### src/rtl/gtfraw_lat_stamp_fifo.sv
// Latency timestamp capture: free-running timer stamps TX/RX marker events into paired FIFOs
// and presents the oldest TX/RX pair plus the count of samples still to be collected.
module gtfraw_lat_stamp_fifo #(
  parameter int DEPTH   = 16,
  parameter int TIMER_W = 16,
  parameter int CNT_W   = 16
) (
  input  logic               lat_clk,
  input  logic               lat_rst,
  input  logic               lat_enable,
  input  logic               lat_clear,
  input  logic [CNT_W-1:0]   lat_target,
  input  logic               tx_mark,
  input  logic               rx_mark,
  input  logic               lat_pop,
  output logic [TIMER_W-1:0] lat_tx_time,
  output logic [TIMER_W-1:0] lat_rx_time,
  output logic               lat_valid,
  output logic [CNT_W-1:0]   lat_remain,
  output logic               lat_tx_ovf,
  output logic               lat_rx_orph
);

  localparam int AW = $clog2(DEPTH);
  localparam int PW = AW + 1;

  logic [TIMER_W-1:0] timer_r;
  logic [TIMER_W-1:0] tx_mem_r [DEPTH];
  logic [TIMER_W-1:0] rx_mem_r [DEPTH];
  logic [PW-1:0]      tx_wptr_r;
  logic [PW-1:0]      tx_rptr_r;
  logic [PW-1:0]      rx_wptr_r;
  logic [PW-1:0]      rx_rptr_r;
  logic [CNT_W-1:0]   tx_cap_cnt_r;
  logic [CNT_W-1:0]   remain_load_r;

  logic               tx_full_s;
  logic               pair_avail_s;
  logic [PW-1:0]      outstanding_s;
  logic               cap_ok_s;
  logic               tx_acc_s;
  logic               tx_ovf_set_s;
  logic               rx_acc_s;
  logic               rx_orph_set_s;
  logic               pop_acc_s;

  // Acceptance decisions for marks and pops, all from current-cycle state.
  // Read pointers always move together, so wptr difference counts unpaired TX stamps.
  always_comb begin
    tx_full_s     = (tx_wptr_r[AW] != tx_rptr_r[AW]) &&
                    (tx_wptr_r[AW-1:0] == tx_rptr_r[AW-1:0]);
    pair_avail_s  = (tx_wptr_r != tx_rptr_r) && (rx_wptr_r != rx_rptr_r);
    outstanding_s = tx_wptr_r - rx_wptr_r;
    cap_ok_s      = (tx_cap_cnt_r < remain_load_r);
    tx_acc_s      = 1'b0;
    tx_ovf_set_s  = 1'b0;
    rx_acc_s      = 1'b0;
    rx_orph_set_s = 1'b0;
    if (lat_enable && tx_mark && cap_ok_s) begin
      tx_acc_s     = !tx_full_s;
      tx_ovf_set_s = tx_full_s;
    end else begin
      tx_acc_s     = 1'b0;
      tx_ovf_set_s = 1'b0;
    end
    if (lat_enable && rx_mark) begin
      rx_acc_s      = (outstanding_s != {PW{1'b0}}) || tx_acc_s;
      rx_orph_set_s = !rx_acc_s;
    end else begin
      rx_acc_s      = 1'b0;
      rx_orph_set_s = 1'b0;
    end
    pop_acc_s = lat_pop && lat_valid && pair_avail_s;
  end

  // Stamp storage; stale contents are harmless because pointers define occupancy.
  always_ff @(posedge lat_clk) begin
    if (tx_acc_s) begin
      tx_mem_r[tx_wptr_r[AW-1:0]] <= timer_r;
    end
    if (rx_acc_s) begin
      rx_mem_r[rx_wptr_r[AW-1:0]] <= timer_r;
    end
  end

  // Timer, pointers, counters, sticky flags and the registered head pair.
  always_ff @(posedge lat_clk) begin
    if (lat_rst) begin
      timer_r       <= {TIMER_W{1'b0}};
      tx_wptr_r     <= {PW{1'b0}};
      tx_rptr_r     <= {PW{1'b0}};
      rx_wptr_r     <= {PW{1'b0}};
      rx_rptr_r     <= {PW{1'b0}};
      tx_cap_cnt_r  <= {CNT_W{1'b0}};
      remain_load_r <= {CNT_W{1'b0}};
      lat_remain    <= {CNT_W{1'b0}};
      lat_tx_ovf    <= 1'b0;
      lat_rx_orph   <= 1'b0;
      lat_valid     <= 1'b0;
      lat_tx_time   <= {TIMER_W{1'b0}};
      lat_rx_time   <= {TIMER_W{1'b0}};
    end else begin
      timer_r <= timer_r + TIMER_W'(1);
      if (lat_clear) begin
        tx_wptr_r     <= {PW{1'b0}};
        tx_rptr_r     <= {PW{1'b0}};
        rx_wptr_r     <= {PW{1'b0}};
        rx_rptr_r     <= {PW{1'b0}};
        tx_cap_cnt_r  <= {CNT_W{1'b0}};
        remain_load_r <= lat_target;
        lat_remain    <= lat_target;
        lat_tx_ovf    <= 1'b0;
        lat_rx_orph   <= 1'b0;
        lat_valid     <= 1'b0;
      end else begin
        if (tx_acc_s) begin
          tx_wptr_r    <= tx_wptr_r + PW'(1);
          tx_cap_cnt_r <= tx_cap_cnt_r + CNT_W'(1);
        end
        if (rx_acc_s) begin
          rx_wptr_r <= rx_wptr_r + PW'(1);
        end
        if (pop_acc_s) begin
          tx_rptr_r <= tx_rptr_r + PW'(1);
          rx_rptr_r <= rx_rptr_r + PW'(1);
          if (lat_remain != {CNT_W{1'b0}}) begin
            lat_remain <= lat_remain - CNT_W'(1);
          end
        end
        if (tx_ovf_set_s) begin
          lat_tx_ovf <= 1'b1;
        end
        if (rx_orph_set_s) begin
          lat_rx_orph <= 1'b1;
        end
        lat_valid <= pair_avail_s;
        if (pair_avail_s) begin
          lat_tx_time <= tx_mem_r[tx_rptr_r[AW-1:0]];
          lat_rx_time <= rx_mem_r[rx_rptr_r[AW-1:0]];
        end
      end
    end
  end

endmodule

### config.mk
export PLATFORM = sky130hd
export DESIGN_NAME = gtfraw_lat_stamp_fifo
export DESIGN_NICKNAME = d
export VERILOG_FILES = /design/src/rtl/gtfraw_lat_stamp_fifo.sv
export SDC_FILE = /design/constraint.sdc
export NUM_CORES = 1
export LEC_CHECK = 0
export CAP_MARGIN = 30
export CORE_MARGIN = 2
export CORE_UTILIZATION = 37
export CTS_CLUSTER_SIZE = 28
export DETAILED_ROUTE_END_ITERATION = 16
export DONT_BUFFER_PORTS = 1
export PLACE_DENSITY_LB_ADDON = 0.2
export SKIP_CTS_REPAIR_TIMING = 1
export SKIP_LAST_GASP = 1
export SLEW_MARGIN = 25
export SYNTH_ARGS = -nofsm -noshare
export SYNTH_HDL_FRONTEND = slang
export SYNTH_SLANG_ARGS = --single-unit
export TNS_END_PERCENT = 30
### constraint.sdc
create_clock -name lat_clk -period 9.86 [get_ports lat_clk]
set_input_delay 1.479 -clock lat_clk [delete_from_list [all_inputs] [get_ports lat_clk]]
set_output_delay 1.479 -clock lat_clk [all_outputs]
set_load 0.02 [all_outputs]
==> flow_summary.ini <==
[outcome]
status = completed

[die]
dieArea_um2 = 70700
fp.dieH_um = 266
core_um2 = 68200
die_w_um = 266
start_util = 0.372
row_count = 96
io_pins = 74

[critical_path]
timing.critical_path.mode_cell = buf_4
worstSetupStartpoint = tx_cap_cnt_r[7]$_SDFFE_PP0P_
critPathLaunchType = register
crit_chain = ha_1, a21oi_1, o21ai_0, a211oi_1, nand3_1, buf_4, nor2_1, buf_4, and3_1
worstPathArrival_ps = 3840
critPathCaptureType = register
crit_type = reg -> reg
slowest_delay_ps = 800
worst-endpoint-required_ps = 10060
rr_startpoint = tx_cap_cnt_r[7]$_SDFFE_PP0P_
crit_fanout = 27
cpMaxStageDelayCell = and3_1

[clock_network]
cts.htree.levels = 3
cts_tree = built
cts_buffer_depth = 3
clkTransAtPathRegs_ps = 60
root_buffer = clkbuf_16
cts_made_buffers = 68
clkSinkCount = 631
clk_latency_ps = 600

[timing]
rsz0062_at_grt = false
fmax_mhz = 275
relSlewSlack = 0.373
setup_ws_ps = 6220
fin_crit_sh = 0.369
fin_hold_ws_ps = 468
slew_violations = 0
min_period_ps = 3640
setup_viol = 0
finalSetupTns_ps = 0
fin_skew_ps = 32.0
final-hold-violation-count = 0
worstMarginPinSlew_ps = 940

[yosys]
avgSynthCellArea_um2 = 17.2
ys_seq_area_frac = 0.700
synth_ff_type = edfxtp_1
synth_edf_count = 512
netlist_area_um2 = 25400
synth-seq-cells = 631
ys_types = 58
syn_nets = 1533
synth_top_cell_area_share = 0.606
synthTopCellsByArea = edfxtp_1 (61%), mux4_2 (14%), dfxtp_1 (9.4%), ha_1 (1.6%), nand2_1 (1.5%)
synthArstFlopShare = 0
yosysTopAreaCell = edfxtp_1
syn_inst = 1478
yosys_warnings = 0

[grt]
grt_pass1_wl_um = 90500
grt_pass1_vias = 13515
grt_antenna_before_repair = 0
track_usage = 0.174
grt.overflow.total = 0
grt_max_degree = 92

[placement]
pre_cts_ws_ps = 5690
dp_hpwl_um = 37000
gp_congestion = 0.796
port_buffers = 0

[power]
p_per_area_nw_per_um2 = 191
p_seq_frac = 0.524
switchingPower_mw = 1.10
intPower_mw = 4.40
p_clk_frac = 0.458
leakage_nw = 9.31
comb_power_share = 0.017
swShare = 0.200
peakVddDrop_v = 0.000115

[flow_run]
cap_violations = 0

[drt]
drt_iter0_markers = 1031
drt-total-wl_um = 60900
viasPerCell = 5.43
wl_per_cell_um = 24.9
drtPass1Iterations = 5
postRouteAntennaNets = 0
drc = 0
via_count = 13304

[layout]
diodes = 0
num-fill-cells = 6065
layout.nets = 1567
area_growth_pct = 13.7
drive_above_1_share = 0.211

[worst_hold_path]
worstHoldStart = remain_load_r[1]$_SDFFE_PP0P_
hold_class = reg -> reg
## layer usage
layer  up-vias  global-route usage  part of all wire
met3        61              0.0349             0.054
li1       5932                   -                 -
met4         0              0.0493             0.018
met2       318               0.274              0.47
met5         -                   0                 0
met1      6993               0.247              0.46
## per-stage QoR
| step | total power [mW] | cells | util | area (um^2) |
|---|---|---|---|---|
| finish | 5.51 | 2448 | 0.423 | 28800 |
| global route | 5.68 | 2448 | 0.423 | 28800 |
| CTS | 5.57 | 2442 | 0.421 | 28700 |
| detailed placement | 3.04 | 2318 | 0.389 | 26500 |
| global placement | 3.04 | 2314 | 0.388 | 26500 |
| floorplan | 3.01 | 1478 | - | 25400 |
## cell usage in the layout (no fill, tap or decap), types with 5 or more instances in the layout
| master | n |
|---|---|
| xor2_1 | 18 |
| or3_1 | 13 |
| mux4_2 | 160 |
| clkinv_1 | 10 |
| o21ai_0 | 16 |
| o31ai_1 | 5 |
| nor2b_1 | 5 |
| a21oi_1 | 69 |
| and3_1 | 36 |
| clkinv_2 | 9 |
| and2_1 | 5 |
| clkbuf_1 | 17 |
| o21a_1 | 12 |
| nand2_1 | 101 |
| ha_1 | 32 |
| a211oi_1 | 5 |
| nor4_1 | 15 |
| nand3_1 | 26 |
| dfxtp_1 | 114 |
| edfxtp_1 | 512 |
| bufinv_16 | 6 |
| buf_4 | 38 |
| mux2i_1 | 20 |
| inv_1 | 47 |
| nor2_1 | 62 |
| nor3_1 | 12 |
| nand4_1 | 17 |
| xnor2_1 | 22 |
| clkbuf_16 | 70 |
## cell type report
cell class | count | area [um^2] | area share
inverter | 47 | 176 | 0.00612
multi-input combinational | 717 | 7140 | 0.247
tap | 882 | 1100 | 0.0383
sequential | 631 | 17800 | 0.616
clock buffer | 92 | 1880 | 0.0651
timing repair buffer | 47 | 452 | 0.0157
clock inverter | 32 | 330 | 0.0115
## state kept, by name (all words and copies together) (netlist names)
register and count:
tx_rptr_r 5, tx_wptr_r 5, rx_wptr_r 5, tx_mem_r 256
timer_r 16, tx_cap_cnt_r 16, remain_load_r 16, lat_rx_orph 1
lat_rx_time 16, rx_mem_r 256, lat_valid 1, lat_tx_ovf 1
rx_rptr_r 5, lat_tx_time 16, lat_remain 16
## Yosys cell counts (4+ instances only)
| cell type | instances |
|---|---|
| nand2b_1 | 4 |
| edfxtp_1 | 512 |
| o21ai_0 | 17 |
| a21oi_1 | 69 |
| o31ai_1 | 5 |
| a211oi_1 | 5 |
| o41ai_1 | 4 |
| nor4_1 | 15 |
| and3_1 | 36 |
| nor2b_1 | 5 |
| nand4_1 | 17 |
| o21a_1 | 12 |
| o311ai_0 | 4 |
| mux4_2 | 160 |
| nor2_1 | 63 |
| a31o_2 | 4 |
| dfxtp_1 | 119 |
| nand2_1 | 101 |
| buf_2 | 16 |
| nand3_1 | 26 |
| buf_1 | 7 |
| nor3_1 | 12 |
| inv_1 | 47 |
| xnor2_1 | 22 |
| or4_1 | 4 |
| clkbuf_1 | 60 |
| and2_1 | 5 |
| or3_1 | 13 |
| ha_1 | 32 |
| xor2_1 | 18 |
| mux2i_1 | 20 |
## worst paths after layout
kind	cells past startpoint	slack, ps	end
worst min register to register	2	470	remain_load_r[1]$_SDFFE_PP0P_
worst min-delay path	2	470	remain_load_r[1]$_SDFFE_PP0P_
worst max register to register	9	6220	tx_mem_r[7][14]$_DFFE_PP_
worst max-delay path	9	6220	tx_mem_r[7][14]$_DFFE_PP_
## cell families (layout without fill, tap and decap cells)
family | count (synthesis) | after routing | synth area share
flip-flops | 631 | 631 | 0.700
AND/OR/NAND/NOR | 321 | 321 | 0.0641
multiplexers | 180 | 180 | 0.150
AO/OA/AOI/OAI | 144 | 144 | 0.0367
buffers and inverters | 130 | 218 | 0.0200
XOR/XNOR | 40 | 40 | 0.0138
adder cells (fa/ha/maj) | 32 | 32 | 0.0158
## critical path, delay by kind of cell, from the launching register on
family / cells / cell delay, ps
and+or+nand+nor: 3 / 1300
AOI/OAI and AO/OA: 3 / 690
buffers and inverters: 2 / 540
DFF: 1 / 420
adders and majority gates: 1 / 290
## power by group through the flow
| stage | Sequential (mW) | Combinational, mW | Clock (mW) |
|---|---|---|---|
| after detailed placement | 2.94 | 0.0974 | 0 |
| after floorplan | 2.94 | 0.0703 | 0 |
| after global routing | 2.89 | 0.107 | 2.69 |
| final | 2.89 | 0.0963 | 2.52 |
| after global placement | 2.94 | 0.0948 | 0 |
| after CTS | 2.89 | 0.0979 | 2.58 |
(Power assumes the default switching activity.)
